--- config.mk ---
export PLATFORM = sky130hd
export DESIGN_NAME = kbest_layer_engine
export DESIGN_NICKNAME = d
export VERILOG_FILES = /design/src/rtl/kbest_pkg.sv /design/src/rtl/kbest_layer_engine_list.sv /design/src/rtl/kbest_layer_engine.sv
export SDC_FILE = /design/constraint.sdc
export NUM_CORES = 2
export LEC_CHECK = 0
export ABC_CLOCK_PERIOD_IN_PS = 15900
export CAP_MARGIN = 0
export CORE_MARGIN = 5
export CORE_UTILIZATION = 45
export CTS_CLUSTER_DIAMETER = 200
export DETAILED_ROUTE_END_ITERATION = 10
export PLACE_DENSITY = 0.68
export SYNTH_ARGS = -nofsm -noshare
export SYNTH_HDL_FRONTEND = slang
export SYNTH_SLANG_ARGS = --single-unit
export TNS_END_PERCENT = 30
--- constraint.sdc ---
create_clock -name clk -period 15.9 [get_ports clk]
set_input_delay 2.385 -clock clk [delete_from_list [all_inputs] [get_ports clk]]
set_output_delay 2.385 -clock clk [all_outputs]
set_load 0.01 [all_outputs]
--- src/rtl/kbest_pkg.sv ---
// Shared types and helpers for the K-best tree-search layer engine.
package kbest_pkg;

   localparam int KB_PEDW = 24;
   localparam int KB_PIDW = 6;
   localparam int KB_SYMW = 3;

   typedef enum logic [1:0] {ACCEPT, EXPAND, DRAIN} state_e;

   typedef struct packed {
      logic [KB_PEDW-1:0]        ped;
      logic [KB_PIDW-1:0]        pid;
      logic signed [KB_SYMW-1:0] sym;
   } survivor_t;

   // PAM symbol for child index c: -(M-1), ..., +(M-1) in steps of 2
   function automatic int sym_of(input int c, input int m);
      return 2 * c - (m - 1);
   endfunction

   function automatic logic [63:0] sat_add(input logic [63:0] a, input logic [63:0] b,
                                            input int w);
      logic [64:0] s;
      logic [64:0] mx;
      s  = {1'b0, a} + {1'b0, b};
      mx = (65'd1 << w) - 65'd1;
      return (s > mx) ? mx[63:0] : s[63:0];
   endfunction

endpackage

--- src/rtl/kbest_layer_engine_list.sv ---
// Ascending sorted survivor list: parallel compare/insert, pop-front and clear.
module kbest_sorted_list
   import kbest_pkg::*;
#(
   parameter int  K = 8,
   parameter type T = survivor_t
) (
   input  logic                     clk,
   input  logic                     rstn,
   input  logic                     clear_i,
   input  logic                     ins_i,
   input  T                         ins_d_i,
   input  logic                     pop_i,
   output T                         head_d_o,
   output logic [$clog2(K+1)-1:0]   cnt_o,
   output logic [$clog2(K+1)-1:0]   cnt_d_o
);

   localparam int CW = $clog2(K+1);

   T               ent_q [K];
   T               ent_d [K];
   logic [CW-1:0]  cnt_q, cnt_d;
   logic [K-1:0]   ge;

   // ge is monotonic over a sorted list, so the first set bit is the insert slot;
   // a full list with no strictly greater entry leaves everything untouched.
   always_comb begin
      ent_d = ent_q;
      cnt_d = cnt_q;
      for (int i = 0; i < K; i++)
         ge[i] = (CW'(i) >= cnt_q) || (ent_q[i].ped > ins_d_i.ped);
      if (clear_i) begin
         cnt_d = '0;
      end else if (pop_i) begin
         for (int i = 0; i < K-1; i++) ent_d[i] = ent_q[i+1];
         cnt_d = cnt_q - CW'(1);
      end else if (ins_i) begin
         if (ge[0]) ent_d[0] = ins_d_i;
         for (int i = 1; i < K; i++)
            if (ge[i]) ent_d[i] = ge[i-1] ? ent_q[i-1] : ins_d_i;
         if (cnt_q != CW'(K)) cnt_d = cnt_q + CW'(1);
      end
   end

   always_ff @(posedge clk or negedge rstn) begin
      if (!rstn) begin
         cnt_q <= '0;
         for (int i = 0; i < K; i++) ent_q[i] <= '0;
      end else begin
         cnt_q <= cnt_d;
         ent_q <= ent_d;
      end
   end

   assign head_d_o = ent_d[0];
   assign cnt_o    = cnt_q;
   assign cnt_d_o  = cnt_d;

endmodule

--- src/rtl/kbest_layer_engine.sv ---
// K-best layer: expands each parent into M PAM children, keeps the K smallest
// PEDs sorted, then drains them in ascending order.
module kbest_layer_engine
   import kbest_pkg::*;
#(
   parameter int DW   = 16,
   parameter int PEDW = 24,
   parameter int K    = 8,
   parameter int M    = 4,
   parameter int PIDW = 6
) (
   input  logic                    clk,
   input  logic                    rstn,
   input  logic                    flush,
   input  logic signed [DW-1:0]    y,
   input  logic signed [DW-1:0]    r_diag,
   input  logic                    in_valid,
   output logic                    in_ready,
   input  logic [PEDW-1:0]         in_ped,
   input  logic signed [DW-1:0]    in_interf,
   input  logic [PIDW-1:0]         in_pid,
   input  logic                    in_last,
   output logic                    out_valid,
   input  logic                    out_ready,
   output logic [PEDW-1:0]         out_ped,
   output logic [PIDW-1:0]         out_pid,
   output logic signed [$clog2(M):0] out_sym,
   output logic                    out_last,
   output logic                    busy
);

   localparam int SYMW = $clog2(M) + 1;
   localparam int CBW  = $clog2(M);
   localparam int EW   = DW + $clog2(M) + 2;
   localparam int CW   = $clog2(K+1);

   typedef struct packed {
      logic [PEDW-1:0]        ped;
      logic [PIDW-1:0]        pid;
      logic signed [SYMW-1:0] sym;
   } entry_t;

   state_e                 state_q;
   logic [CBW-1:0]         c_q;
   logic [PEDW-1:0]        ped_q;
   logic signed [DW-1:0]   interf_q;
   logic [PIDW-1:0]        pid_q;
   logic                   last_q;
   logic                   in_ready_q, out_valid_q, out_last_q;
   logic [PEDW-1:0]        out_ped_q;
   logic [PIDW-1:0]        out_pid_q;
   logic signed [SYMW-1:0] out_sym_q;

   logic signed [SYMW-1:0] sym;
   logic [CBW-1:0]         mag;
   logic signed [EW-1:0]   r_ext, rs_acc, rs, e;
   logic signed [2*EW-1:0] esq;
   logic [63:0]            ped_sum;
   entry_t                 ins_d, head_d;
   logic                   ins, pop, drain_nxt;
   logic [CW-1:0]          cnt, cnt_d;

   // r_diag*sym as shift-add over |sym|; the square is the only multiplier
   always_comb begin
      sym    = SYMW'(sym_of(int'(c_q), M));
      mag    = sym[SYMW-1] ? CBW'(-sym) : CBW'(sym);
      r_ext  = EW'(r_diag);
      rs_acc = '0;
      for (int b = 0; b < CBW; b++)
         if (mag[b]) rs_acc = rs_acc + (r_ext <<< b);
      rs      = sym[SYMW-1] ? -rs_acc : rs_acc;
      e       = EW'(y) - EW'(interf_q) - rs;
      esq     = (2*EW)'(e) * (2*EW)'(e);
      ped_sum = sat_add(64'(ped_q), 64'(esq), PEDW);
      ins_d   = '{ped: ped_sum[PEDW-1:0], pid: pid_q, sym: sym};
   end

   assign ins = (state_q == EXPAND);
   assign pop = (state_q == DRAIN) && out_valid_q && out_ready;
   assign drain_nxt = ((state_q == EXPAND) && (c_q == CBW'(M-1)) && last_q) ||
                      ((state_q == DRAIN) && !(pop && (cnt == CW'(1))));

   kbest_sorted_list #(.K(K), .T(entry_t)) u_list (
      .clk      (clk),
      .rstn     (rstn),
      .clear_i  (flush),
      .ins_i    (ins),
      .ins_d_i  (ins_d),
      .pop_i    (pop),
      .head_d_o (head_d),
      .cnt_o    (cnt),
      .cnt_d_o  (cnt_d)
   );

   always_ff @(posedge clk or negedge rstn) begin
      if (!rstn) begin
         state_q     <= ACCEPT;
         c_q         <= '0;
         ped_q       <= '0;
         interf_q    <= '0;
         pid_q       <= '0;
         last_q      <= 1'b0;
         in_ready_q  <= 1'b0;
         out_valid_q <= 1'b0;
         out_last_q  <= 1'b0;
         out_ped_q   <= '0;
         out_pid_q   <= '0;
         out_sym_q   <= '0;
      end else if (flush) begin
         state_q     <= ACCEPT;
         c_q         <= '0;
         in_ready_q  <= 1'b1;
         out_valid_q <= 1'b0;
         out_last_q  <= 1'b0;
         out_ped_q   <= '0;
         out_pid_q   <= '0;
         out_sym_q   <= '0;
      end else begin
         case (state_q)
            ACCEPT: begin
               in_ready_q <= 1'b1;
               if (in_valid && in_ready_q) begin
                  ped_q      <= in_ped;
                  interf_q   <= in_interf;
                  pid_q      <= in_pid;
                  last_q     <= in_last;
                  c_q        <= '0;
                  in_ready_q <= 1'b0;
                  state_q    <= EXPAND;
               end
            end
            EXPAND: begin
               c_q <= c_q + CBW'(1);
               if (c_q == CBW'(M-1)) begin
                  state_q    <= last_q ? DRAIN : ACCEPT;
                  in_ready_q <= !last_q;
               end
            end
            DRAIN: begin
               if (pop && (cnt == CW'(1))) begin
                  state_q    <= ACCEPT;
                  in_ready_q <= 1'b1;
               end
            end
            default: state_q <= ACCEPT;
         endcase
         // output registers track the list head as it will be after this edge
         out_valid_q <= drain_nxt;
         out_last_q  <= drain_nxt && (cnt_d == CW'(1));
         out_ped_q   <= drain_nxt ? head_d.ped : '0;
         out_pid_q   <= drain_nxt ? head_d.pid : '0;
         out_sym_q   <= drain_nxt ? head_d.sym : '0;
      end
   end

   assign in_ready  = in_ready_q;
   assign out_valid = out_valid_q;
   assign out_last  = out_last_q;
   assign out_ped   = out_ped_q;
   assign out_pid   = out_pid_q;
   assign out_sym   = out_sym_q;
   assign busy      = !((state_q == ACCEPT) && (cnt == '0));

endmodule
==> summary.md <==
The count of flip-flops with a built-in enable after synthesis is 0. After clock tree synthesis, the flow added hold-fix buffers numbering 0. No sink is reached through more buffers than the 3 on the longest clock path.

The biggest fanout along the worst timing path came out at 6. Summed over all failing endpoints, the final setup total negative slack is -495.31 ns. The setup slack of the critical path after layout is -1.91 ns, and the filler cell count in the final layout is 7596.

The final setup violation count came out at 297. The die covers 96500 um2. Counting flops and latches in the post-synthesis netlist gives 355. The async set-reset flop share out of synthesis was 100%; the delay contributed by the slowest stage of the critical path was 0.58 ns.

Cell type of the slowest stage on the worst timing path: sky130_fd_sc_hd__fa_2. For the number of nets at the end of the flow, the log shows 6160. The signed area change from the synthesized netlist to the final layout is 30.1%, and the final critical path time including I/O delays and setup is 17.81 ns.

TritonCTS built the clock tree. Worst hold slack across all endpoints: 0.490 ns. After floorplanning, the core was divided into 110 placement rows.

Timing would allow up to 56.1 MHz. The tree built by TritonCTS fans out to 355 sinks. After synthesis, the cell types taking the most area are sky130_fd_sc_hd__dfrtp_1, sky130_fd_sc_hd__fa_1, sky130_fd_sc_hd__ha_1.

The maximum number of pins on one net before global-route repair is 89, and the number of max-slew violations in the final report is 0. The biggest area contributor in the post-synthesis netlist is sky130_fd_sc_hd__dfrtp_1. For this block, the routed nets add up to 135000 um of wire. Measured against its own limit, the worst slew margin works out to 21.4%. Total track usage: 27.3%. The final-report hold violation count was 0.

At the worst endpoint, the required time is 16.36 ns. Summing the sequential cell areas from Yosys gives 21.8% of the chip area. The post-route clock period utilization came out at 112%. The wire length per cell after detailed routing came out at 20.6 um. The logs give 4 for the number of antenna violations at the first check in global routing and 0 for the remaining design rule violation count. After clock tree synthesis, the clock-pin slew on the worst setup and hold paths is 0.06 ns. The Yosys step of the flow raised 0 warnings. The share of the synthesized area in the top cell type works out to 21.8%. For the netlist area before placement, the log shows 40700 um2.

The tools report the element type at the critical path start as an input port. The classification of the worst setup path is input port to register. The die is 311 um tall. Origin of the critical flop-to-flop path: c_q[0]. The deepest level of the CTS H-tree is 2. The horizontal die dimension is 311 um, and the violation count after the first detailed-routing iteration is 3474.

The run gives 45.3% as the starting density of the core. The first global-routing pass estimated 212000 um of wire. The number of global-route vias before repair is 38600, and the count of boundary I/O pins is 121. The count of unique library cells instantiated by Yosys came out at 99. The startpoint identified for the worst hold timing path is u_list.ent_q[8].

For the count of vias placed by the detailed router, the log shows 37200. Setup repair after global routing could not meet its margin everywhere. The HPWL after detailed placement is 103000 um. The final reports fail on setup timing. The number of maximum-capacitance constraint violations was 0; the average instance area after synthesis was 9.03 um2. The type of element capturing the critical path was a register. After global routing the overflow that remains totals 0.

Buffers placed on the I/O ports in this run total 120. For the endpoint arrival time on the critical path, the log shows 18.28 ns. Along the worst hold path, the cell count comes to 2. The clock skew after layout is 0.0397 ns, and the clock buffer count from CTS is 44.

The clock reaches the later pin of the worst-skew pair after 0.61 ns. Class of the tightest hold or removal check: register to register. In the final layout, the share of cells above drive strength 1 is 26.0%.

The congestion estimate from routability-driven global placement came to 0.957. The region available for standard cell placement spans 89900 um2. The predominant post-synthesis flop cell was sky130_fd_sc_hd__dfrtp_1. The worst register-to-register path has a setup slack of -0.29 ns.

For the pin with the worst max-slew slack, the measured transition is 1.18 ns. The number of instances in the synthesized netlist was 4506; the per-cell via count in the routed design was 5.69. Endpoint with the worst hold slack: u_list.ent_q[41]. The run finished, with violations left. The worst register-to-register path ends at u_list.ent_q[139]. Measured in cells, the most critical reg-to-reg path has a length of 71. The run gives 0 as the number of nets still failing antenna checks after routing. Before antenna repair, the detailed router went through 8 iterations.

For this run, the share of the core covered by cells in the final layout is 58.9%. The tools report the library cell used as clock root buffer as sky130_fd_sc_hd__clkbuf_16. The number of nets in the synthesized netlist is 5346.
per-stage QoR:
| step | area [um2] | setup slack, ns | std cells |
|---|---|---|---|
| floorplan | 41400 | -1.74 | 4506 |
| global placement | 49500 | -3.20 | 6368 |
| detailed placement | 49500 | -3.35 | 6368 |
| CTS | 52000 | -1.91 | 6498 |
| global route | 52900 | -2.44 | 6530 |
| finish | 52900 | -1.91 | 6531 |
metal layers:
metal	GRT usage, %	vias to the layer above	wire length (um)
li1	-	17000	-
met1	35.3	18400	54400
met2	46.4	1451	64300
met3	5.01	302	10500
met4	9.08	2	5330
met5	0	-	13
repair_timing:
item                       in CTS  in global routing
gates resized for setup       141                154
setup endpoints to repair     297                297
setup buffers                  44                 28
pin swaps                      95                138
gates cloned                    9                  6
cell usage after synthesis (all sizes together), types with 37 or more instances:
library cell,number
inv,665
fa,407
nand2,366
nor2,362
dfrtp,355
ha,349
a21oi,231
o21ai,189
nand3,173
clkbuf,162
mux2,152
mux2i,121
xnor2,90
o221ai,84
buf,66
o22ai,61
a21o,57
nand2b,39
nor2b,38
a221oi,37
nand4,37
xor2,37
cell usage in the layout (no fill, tap or decap), types with 113 or more instances in the layout:
cell type and count:
sky130_fd_sc_hd__buf_4 790, sky130_fd_sc_hd__inv_1 636, sky130_fd_sc_hd__fa_1 398, sky130_fd_sc_hd__dfrtp_1 355, sky130_fd_sc_hd__nor2_1 350, sky130_fd_sc_hd__nand2_1 340, sky130_fd_sc_hd__ha_1 320, sky130_fd_sc_hd__a21oi_1 190
sky130_fd_sc_hd__nand3_1 161, sky130_fd_sc_hd__o21ai_0 135, sky130_fd_sc_hd__mux2i_1 118, sky130_fd_sc_hd__clkdlybuf4s50_1 113
layout make-up:
cell class / count / area [um2] / area share, %
antenna: 3 / 7.51 / 0.0142
clock buffer: 64 / 1320 / 2.49
clock inverter: 14 / 120 / 0.227
inverter: 668 / 2540 / 4.79
multi-input combinational: 3255 / 29900 / 56.5
sequential: 355 / 8880 / 16.8
tap: 1176 / 1470 / 2.78
timing repair buffer: 996 / 8680 / 16.4
flip-flops by register name, summed over array words and instances (netlist names):
name,count
out_ped,24
u_list.cnt_o,4
in_ready,1
out_valid,1
out_sym,3
out_last,1
interf_q,16
state_q,2
pid_q,6
out_pid,6
c_q,2
last_q,1
u_list.ent_q,264
ped_q,24
logic make-up after synthesis:
family / after synthesis / share of synthesized area, %
flops: 355 / 21.8
mux: 273 / 7.46
buf+inv: 896 / 8.49
simple gates: 1147 / 12.8
fa+ha+maj: 759 / 30.8
xor+xnor: 127 / 2.75
compound gates: 949 / 15.8
critical path: cells and delay by family:
kind | cells | cell delay, ns
mux | 3 | 0.71
compound gates | 27 | 5.32
simple gates | 16 | 2.98
xor+xnor | 2 | 0.43
fa+ha+maj | 13 | 5.40
buf+inv | 12 | 1.01
worst max path at each step:
stage / startpoint / slack, ns / end
floorplan: r_diag[1] / -1.74 / u_list.ent_q[134]
global placement: r_diag[1] / -3.20 / u_list.ent_q[159]
detailed placement: r_diag[1] / -3.35 / u_list.ent_q[163]
CTS: r_diag[1] / -1.91 / u_list.ent_q[137]
global route: r_diag[1] / -2.44 / u_list.ent_q[170]
finish: r_diag[1] / -1.91 / u_list.ent_q[139]
Power is not shown: default switching activity piles up to over one toggle a cycle in this logic, so the estimate is an artifact.
